## src/rtl/ysyx_23060136_wbu_csr_trap_seq_if.sv

```systemverilog
// ysyx_23060136_wbu_csr_trap_seq_if: retire handshake, CSR snapshot inputs, CSR write channels and redirect
interface ysyx_23060136_wbu_csr_trap_seq_if #(
  parameter int BITS_W = 64,
  parameter int CSR_W  = 3
);
  logic              in_valid;
  logic              in_ready;
  logic [1:0]        in_op;
  logic [BITS_W-1:0] in_pc;
  logic [CSR_W-1:0]  in_csr_rd;
  logic [BITS_W-1:0] in_csr_wdata;
  logic [BITS_W-1:0] in_cause;
  logic [BITS_W-1:0] in_tval;
  logic [BITS_W-1:0] csr_mstatus;
  logic [BITS_W-1:0] csr_mtvec;
  logic [BITS_W-1:0] csr_mepc;
  logic              CSRWr_1;
  logic              CSRWr_2;
  logic [CSR_W-1:0]  csr_rd_1;
  logic [CSR_W-1:0]  csr_rd_2;
  logic [BITS_W-1:0] csr_busW_1;
  logic [BITS_W-1:0] csr_busW_2;
  logic              redirect_valid;
  logic [BITS_W-1:0] redirect_pc;
  modport master (
    output in_valid, in_op, in_pc, in_csr_rd, in_csr_wdata, in_cause, in_tval,
           csr_mstatus, csr_mtvec, csr_mepc,
    input  in_ready, CSRWr_1, CSRWr_2, csr_rd_1, csr_rd_2, csr_busW_1, csr_busW_2,
           redirect_valid, redirect_pc
  );
  modport slave (
    input  in_valid, in_op, in_pc, in_csr_rd, in_csr_wdata, in_cause, in_tval,
           csr_mstatus, csr_mtvec, csr_mepc,
    output in_ready, CSRWr_1, CSRWr_2, csr_rd_1, csr_rd_2, csr_busW_1, csr_busW_2,
           redirect_valid, redirect_pc
  );
endinterface

```

## src/rtl/ysyx_23060136_wbu_csr_trap_seq.sv

```systemverilog
// ysyx_23060136_wbu_csr_trap_seq: WBU CSR write sequencer for csr writes, two-beat trap entry and mret.
// Define YSYX_23060136_TRAP_MTVAL_EN to also write mtval on the second trap beat.
module ysyx_23060136_wbu_csr_trap_seq #(
  parameter int BITS_W      = 64,
  parameter int CSR_W       = 3,
  parameter int IDX_MSTATUS = 0,
  parameter int IDX_MTVEC   = 1,
  parameter int IDX_MEPC    = 2,
  parameter int IDX_MCAUSE  = 3,
  parameter int IDX_MTVAL   = 6
) (
  input logic clk,
  input logic rst,
  ysyx_23060136_wbu_csr_trap_seq_if.slave b
);
  localparam logic [1:0] IDLE = 2'd0, TRAP1 = 2'd1, TRAP2 = 2'd2;
  localparam logic [CSR_W-1:0] I_MS = CSR_W'(IDX_MSTATUS);
  localparam logic [CSR_W-1:0] I_MT = CSR_W'(IDX_MTVEC);
  localparam logic [CSR_W-1:0] I_EP = CSR_W'(IDX_MEPC);
  localparam logic [CSR_W-1:0] I_MC = CSR_W'(IDX_MCAUSE);
  logic [1:0]        state, n_state;
  logic              rdy, wr1, wr2, rv, n_wr1, n_wr2, n_rv;
  logic [CSR_W-1:0]  rd1, rd2, n_rd1, n_rd2;
  logic [BITS_W-1:0] bw1, bw2, rpc, ms_l, n_bw1, n_bw2, n_rpc, n_ms;
  logic [BITS_W-1:0] ms_b, mt_b, ep_b;
  logic              acc;
  assign acc = b.in_valid & rdy;
  // Writes on the output regs this cycle are not yet in the CSR file; ch1 wins like the file does
  assign ms_b = wr1 && rd1 == I_MS ? bw1 : wr2 && rd2 == I_MS ? bw2 : b.csr_mstatus;
  assign mt_b = wr1 && rd1 == I_MT ? bw1 : wr2 && rd2 == I_MT ? bw2 : b.csr_mtvec;
  assign ep_b = wr1 && rd1 == I_EP ? bw1 : wr2 && rd2 == I_EP ? bw2 : b.csr_mepc;
`ifdef YSYX_23060136_TRAP_MTVAL_EN
  localparam logic [CSR_W-1:0] I_TV = CSR_W'(IDX_MTVAL);
  logic [BITS_W-1:0] tv_l, n_tv;
`else
  logic unused_tval;
  assign unused_tval = ^{b.in_tval, IDX_MTVAL};
`endif
  always_comb begin
    n_state = IDLE;
    n_wr1 = 1'b0;
    n_rd1 = '0;
    n_bw1 = '0;
    n_wr2 = 1'b0;
    n_rd2 = '0;
    n_bw2 = '0;
    n_rv = 1'b0;
    n_rpc = '0;
    n_ms = ms_l;
`ifdef YSYX_23060136_TRAP_MTVAL_EN
    n_tv = tv_l;
`endif
    if (state == TRAP1) begin
      n_state = TRAP2;
      n_wr1 = 1'b1;
      n_rd1 = I_MS;
      n_bw1 = {ms_l[BITS_W-1:13], 2'b11, ms_l[10:8], ms_l[3], ms_l[6:4], 1'b0, ms_l[2:0]};
`ifdef YSYX_23060136_TRAP_MTVAL_EN
      n_wr2 = 1'b1;
      n_rd2 = I_TV;
      n_bw2 = tv_l;
`endif
    end else if (acc) begin
      case (b.in_op)
        2'b01: begin
          n_wr1 = 1'b1;
          n_rd1 = b.in_csr_rd;
          n_bw1 = b.in_csr_wdata;
        end
        2'b10: begin
          n_state = TRAP1;
          n_wr1 = 1'b1;
          n_rd1 = I_EP;
          n_bw1 = b.in_pc;
          n_wr2 = 1'b1;
          n_rd2 = I_MC;
          n_bw2 = b.in_cause;
          n_rv = 1'b1;
          n_rpc = {mt_b[BITS_W-1:2], 2'b00};
          n_ms = ms_b;
`ifdef YSYX_23060136_TRAP_MTVAL_EN
          n_tv = b.in_tval;
`endif
        end
        2'b11: begin
          n_wr1 = 1'b1;
          n_rd1 = I_MS;
          n_bw1 = {ms_b[BITS_W-1:13], 2'b11, ms_b[10:8], 1'b1, ms_b[6:4], ms_b[7], ms_b[2:0]};
          n_rv = 1'b1;
          n_rpc = ep_b;
        end
        default: ;
      endcase
    end
  end
  always_ff @(posedge clk) begin
    if (rst) begin
      state <= IDLE;
      rdy <= 1'b1;
      wr1 <= 1'b0;
      rd1 <= '0;
      bw1 <= '0;
      wr2 <= 1'b0;
      rd2 <= '0;
      bw2 <= '0;
      rv <= 1'b0;
      rpc <= '0;
      ms_l <= '0;
`ifdef YSYX_23060136_TRAP_MTVAL_EN
      tv_l <= '0;
`endif
    end else begin
      state <= n_state;
      rdy <= n_state != TRAP1;
      wr1 <= n_wr1;
      rd1 <= n_rd1;
      bw1 <= n_bw1;
      wr2 <= n_wr2;
      rd2 <= n_rd2;
      bw2 <= n_bw2;
      rv <= n_rv;
      rpc <= n_rpc;
      ms_l <= n_ms;
`ifdef YSYX_23060136_TRAP_MTVAL_EN
      tv_l <= n_tv;
`endif
    end
  end
  assign b.in_ready = rdy;
  assign b.CSRWr_1 = wr1;
  assign b.csr_rd_1 = rd1;
  assign b.csr_busW_1 = bw1;
  assign b.CSRWr_2 = wr2;
  assign b.csr_rd_2 = rd2;
  assign b.csr_busW_2 = bw2;
  assign b.redirect_valid = rv;
  assign b.redirect_pc = rpc;
endmodule

```

## src/flat_wrapper.sv

```systemverilog
// flat-port wrapper written by rule: the top's interface ports become plain ports
module ysyx_23060136_wbu_csr_trap_seq_flat 
#(
  parameter int BITS_W      = 64,
  parameter int CSR_W       = 3,
  parameter int IDX_MSTATUS = 0,
  parameter int IDX_MTVEC   = 1,
  parameter int IDX_MEPC    = 2,
  parameter int IDX_MCAUSE  = 3,
  parameter int IDX_MTVAL   = 6
)
  (clk, rst, b_in_valid, b_in_op, b_in_pc, b_in_csr_rd, b_in_csr_wdata, b_in_cause, b_in_tval, b_csr_mstatus, b_csr_mtvec, b_csr_mepc, b_in_ready, b_CSRWr_1, b_CSRWr_2, b_csr_rd_1, b_csr_rd_2, b_csr_busW_1, b_csr_busW_2, b_redirect_valid, b_redirect_pc);
  ysyx_23060136_wbu_csr_trap_seq_if #(.BITS_W(BITS_W), .CSR_W(CSR_W)) b_i ();
  input logic clk;
  input logic rst;
  input wire logic [$bits(b_i.in_valid)-1:0] b_in_valid;
  input wire logic [$bits(b_i.in_op)-1:0] b_in_op;
  input wire logic [$bits(b_i.in_pc)-1:0] b_in_pc;
  input wire logic [$bits(b_i.in_csr_rd)-1:0] b_in_csr_rd;
  input wire logic [$bits(b_i.in_csr_wdata)-1:0] b_in_csr_wdata;
  input wire logic [$bits(b_i.in_cause)-1:0] b_in_cause;
  input wire logic [$bits(b_i.in_tval)-1:0] b_in_tval;
  input wire logic [$bits(b_i.csr_mstatus)-1:0] b_csr_mstatus;
  input wire logic [$bits(b_i.csr_mtvec)-1:0] b_csr_mtvec;
  input wire logic [$bits(b_i.csr_mepc)-1:0] b_csr_mepc;
  output wire logic [$bits(b_i.in_ready)-1:0] b_in_ready;
  output wire logic [$bits(b_i.CSRWr_1)-1:0] b_CSRWr_1;
  output wire logic [$bits(b_i.CSRWr_2)-1:0] b_CSRWr_2;
  output wire logic [$bits(b_i.csr_rd_1)-1:0] b_csr_rd_1;
  output wire logic [$bits(b_i.csr_rd_2)-1:0] b_csr_rd_2;
  output wire logic [$bits(b_i.csr_busW_1)-1:0] b_csr_busW_1;
  output wire logic [$bits(b_i.csr_busW_2)-1:0] b_csr_busW_2;
  output wire logic [$bits(b_i.redirect_valid)-1:0] b_redirect_valid;
  output wire logic [$bits(b_i.redirect_pc)-1:0] b_redirect_pc;
  assign b_i.in_valid = b_in_valid;
  assign b_i.in_op = b_in_op;
  assign b_i.in_pc = b_in_pc;
  assign b_i.in_csr_rd = b_in_csr_rd;
  assign b_i.in_csr_wdata = b_in_csr_wdata;
  assign b_i.in_cause = b_in_cause;
  assign b_i.in_tval = b_in_tval;
  assign b_i.csr_mstatus = b_csr_mstatus;
  assign b_i.csr_mtvec = b_csr_mtvec;
  assign b_i.csr_mepc = b_csr_mepc;
  assign b_in_ready = b_i.in_ready;
  assign b_CSRWr_1 = b_i.CSRWr_1;
  assign b_CSRWr_2 = b_i.CSRWr_2;
  assign b_csr_rd_1 = b_i.csr_rd_1;
  assign b_csr_rd_2 = b_i.csr_rd_2;
  assign b_csr_busW_1 = b_i.csr_busW_1;
  assign b_csr_busW_2 = b_i.csr_busW_2;
  assign b_redirect_valid = b_i.redirect_valid;
  assign b_redirect_pc = b_i.redirect_pc;
  ysyx_23060136_wbu_csr_trap_seq #(.BITS_W(BITS_W), .CSR_W(CSR_W), .IDX_MSTATUS(IDX_MSTATUS), .IDX_MTVEC(IDX_MTVEC), .IDX_MEPC(IDX_MEPC), .IDX_MCAUSE(IDX_MCAUSE), .IDX_MTVAL(IDX_MTVAL)) u_core (.clk(clk), .rst(rst), .b(b_i));
endmodule
```

## config.mk

```make
export PLATFORM = sky130hd
export DESIGN_NAME = ysyx_23060136_wbu_csr_trap_seq_flat
export DESIGN_NICKNAME = d
export VERILOG_FILES = /design/src/rtl/ysyx_23060136_wbu_csr_trap_seq_if.sv /design/src/rtl/ysyx_23060136_wbu_csr_trap_seq.sv /design/src/flat_wrapper.sv
export SDC_FILE = /design/constraint.sdc
export NUM_CORES = 1
export LEC_CHECK = 0
export CAP_MARGIN = 20
export CORE_AREA = 5 5 254 256
export CTS_CLUSTER_SIZE = 8
export DETAILED_ROUTE_END_ITERATION = 10
export DIE_AREA = 0 0 259 261
export HOLD_SLACK_MARGIN = 0.02
export PLACE_DENSITY = 0.47
export SLEW_MARGIN = 10
export SYNTH_ARGS = -nofsm -noshare
export SYNTH_HDL_FRONTEND = slang
export SYNTH_SLANG_ARGS = --single-unit
```

## constraint.sdc

```tcl
create_clock -name clk -period 1.83 [get_ports clk]
set_input_delay 0.366 -clock clk [delete_from_list [all_inputs] [get_ports clk]]
set_output_delay 0.366 -clock clk [all_outputs]
set_load 0.02 [all_outputs]
```

==> impl_results.md <==
* Status: finished, final reports clean
* Util after Layout at 32.9%
* Synth top cells by count: dfxtp_1 (262), mux2i_1 (187), nand2_1 (123)
* Hold path depth at 2
* Final Critical Period at 1.75 ns
* Initial DRC count at 487
* Post-Syn Instances at 1157
* Fmax at 573 MHz
* R2r worst-path depth at 5
* Global route total overflow at 0
* Worst path depth at 1
* Die width at 259 um
* Setup crit start kind: flip-flop
* Synth Net Count at 1617
* Top delay family on crit path: flip-flops
* #FFs+latches synth at 262
* Crit path cell chain: clkdlybuf4s15_1
* Largest net degree at the start of global routing at 66
* Total number of vias at 11800
* CP max stage delay at 0.45 ns
* Clock Power Share at 45.3%
* FFs w/ async S/R, synth at 0%
* Ys flop type: dfxtp_1
* GPL Wtd Cong at 0.803
* CTS max path bufs at 3
* Die height at 261 um
* EDFF count, synth at 0
* Core footprint at 62300 um2
* # Max-Cap Violations at 0
* CP max stage cell: dfxtp_1
* Routed len/inst at 22.3 um
* Nets@finish at 2246
* Pwr/cell area at 756 nW/um2
* Synth top area cells: dfxtp_1 (45%), mux2i_1 (16%), mux2_2 (5.6%), o2bb2ai_1 (4.5%), a22o_1 (4.5%)
* Drt first pass iters at 4
* Maximum fanout along the worst path at 5
* Worst Setup End Kind: output pin
* Hold Startpoint: b_in_cause[52]
* Starting Density at 18.9%
* Synthesized cell area at 11800 um2
* Fin. Hold Viols at 0
* CP Class: flip-flop to output pin
* Post-CTS Hold Buffers at 0
* Top cell type's share of synthesized area at 44.6%
* Die area at 67600 um2
* Syn avg cell area at 10.2 um2
* First-pass GRT wire length at 83.4 mm
* Layout area overhead at 74.1%
* Final setup fails at 0
* Combinational power share at 15.9%
* Total wire length at 59.1 mm
* Synth warn at 0
* CTS tree: built
* Num CTS Buffers at 40
* DRC at 0
* RSZ-0062 raised after global routing: false
* Leakage at 8.01 nW
* Clock transition at the registers of the reported paths at 0.05 ns
* Vias in the first global route at 12800
* Arrival time worst endpoint at 1.38 ns
* Reg-to-reg startpoint: u_core.b.csr_rd_1[0]
* Htree depth at 2
* Clock latency on the worst-skew pair at 0.55 ns
* Clock Sinks at 262
* Drt via density at 4.45
* Initial antenna violation count at 18
* DP HPWL at 45.2 mm
* Sequential area share after synthesis at 44.6%
* Critical Path RT at 1.46 ns
* Hold Path Class: primary input to flip-flop
* Reg power frac at 38.8%
* Overall Global Routing Usage at 16.3%
* Clk_skew at 0.0170 ns
* Net Sw Power at 3.90 mW
* CP Buf/Inv Count at 1
* Ports at 658
* Clk root buf: clkbuf_16
* Fin crit share at 95.4%
* Area leader, netlist: dfxtp_1
* Tot Pwr at 15.5 mW
* Post-Place Cells at 2586
* Post-Layout Cell Count at 2652
* DRT antenna net count at 0
* Synth unique cells at 39
* Setup crit start: u_core.b.csr_busW_1[55]
* Port Buffers at 588
* Share of layout cells above drive strength 1 at 13.5%
* Max-slew violations at 0
* Switching fraction of total power at 25.2%
* Max rail drop VDD at 0.686 mV
* Rows at 92
* Most frequent cell after synthesis: dfxtp_1
* P_int at 11.6 mW
## power by group through the flow
stage	sequential, mW	combinational (mW)	clock (mW)
3_3_place_gp	6.12	2.52	0
3_5_place_dp	6.12	2.54	0
2_1_floorplan	6.26	0.778	0
4_1_cts	6.00	2.46	7.30
5_1_grt	6.01	2.63	7.50
6_report	6.00	2.46	7.01
## layer usage
metal | global-route usage [%] | vias to the layer above | wire, um
met3 | 6.16 | 99 | 5190
met4 | 5.36 | 10 | 1510
met5 | 0 | - | 64
met2 | 29.1 | 460 | 29400
met1 | 17.8 | 5679 | 23000
li1 | - | 5561 | -
## layout by cell type, fill, tap and decap left out, drive strengths merged, types with 3 or more instances in the layout
cell / count
a21oi: 3
a22o: 60
a22oi: 3
a32oi: 60
and2: 64
buf: 116
clkbuf: 56
clkdlybuf4s15: 3
clkdlybuf4s50: 386
dfxtp: 262
diode: 8
dlygate4sd2: 196
ha: 4
inv: 5
mux2: 60
mux2i: 187
nand2: 123
nor4bb: 3
o21ai: 61
o22ai: 62
o2bb2ai: 61
## worst paths after layout
kind,end,slack [ns]
setup reg to reg,u_core.b.redirect_pc[57],0.11
hold reg to reg,u_core.b.csr_busW_1[7],0.45
hold / removal,u_core.b.csr_busW_2[52],0.37
setup / recovery,b_csr_busW_1[55],0.08
## area by class of cell
| class | instances | area [um2] |
|---|---|---|
| Multi-Input combinational cell | 772 | 6080 |
| Timing Repair Buffer | 705 | 6900 |
| Antenna cell | 8 | 20.0 |
| Tap cell | 846 | 1060 |
| Clock buffer | 52 | 1140 |
| Sequential cell | 262 | 5250 |
| Fill cell | 6458 | 41800 |
| Clock inverter | 2 | 21.3 |
| Inverter | 5 | 18.8 |
## sequential cells by signal, summed over array words and instances, names as in the netlist
| register | flops |
|---|---|
| u_core.b.in_ready | 1 |
| u_core.state | 2 |
| u_core.b.csr_busW_2 | 64 |
| u_core.b.csr_rd_2 | 1 |
| u_core.b.redirect_valid | 1 |
| u_core.b.csr_rd_1 | 3 |
| u_core.b.redirect_pc | 64 |
| u_core.b.csr_busW_1 | 64 |
| u_core.b.CSRWr_1 | 1 |
| u_core.ms_l | 61 |
## through the flow
| step | setup WS, ns | TNS, ns | hold WS (ns) | cell area (um2) |
|---|---|---|---|---|
| 6_report | 0.0850 | 0 | 0.372 | 20500 |
| 5_1_grt | 0.00146 | 0 | 0.355 | 20500 |
| 4_1_cts | 0.00873 | 0 | 0.326 | 20400 |
| 3_5_place_dp | -0.689 | -143.82 | 0.446 | 19500 |
| 3_3_place_gp | -0.679 | -144.46 | 0.445 | 19500 |
| 2_1_floorplan | 0.136 | 0 | 0.426 | 11800 |
## kinds of logic (layout without fill, tap and decap cells)
family                     after synthesis  after routing  synth area share (%)
AOI/OAI and AO/OA                      314            314                  19.9
adders and majority gates                4              4                 0.425
buffers and inverters                  123            764                  4.74
DFF                                    262            262                  44.6
muxes                                  247            247                  21.7
other                                    1              9                0.0319
and+or+nand+nor                        206            206                  8.62
## repair_timing
item                                   4_1_cts  5_1_grt
gates resized for setup                    207        9
gates cloned                                 0        2
buffers inserted                             0        2
setup endpoints to repair                  322       32
endpoints found under the hold margin        0        0
pin swaps                                    0        1
No activity file was read; power rests on OpenSTA's default activity.
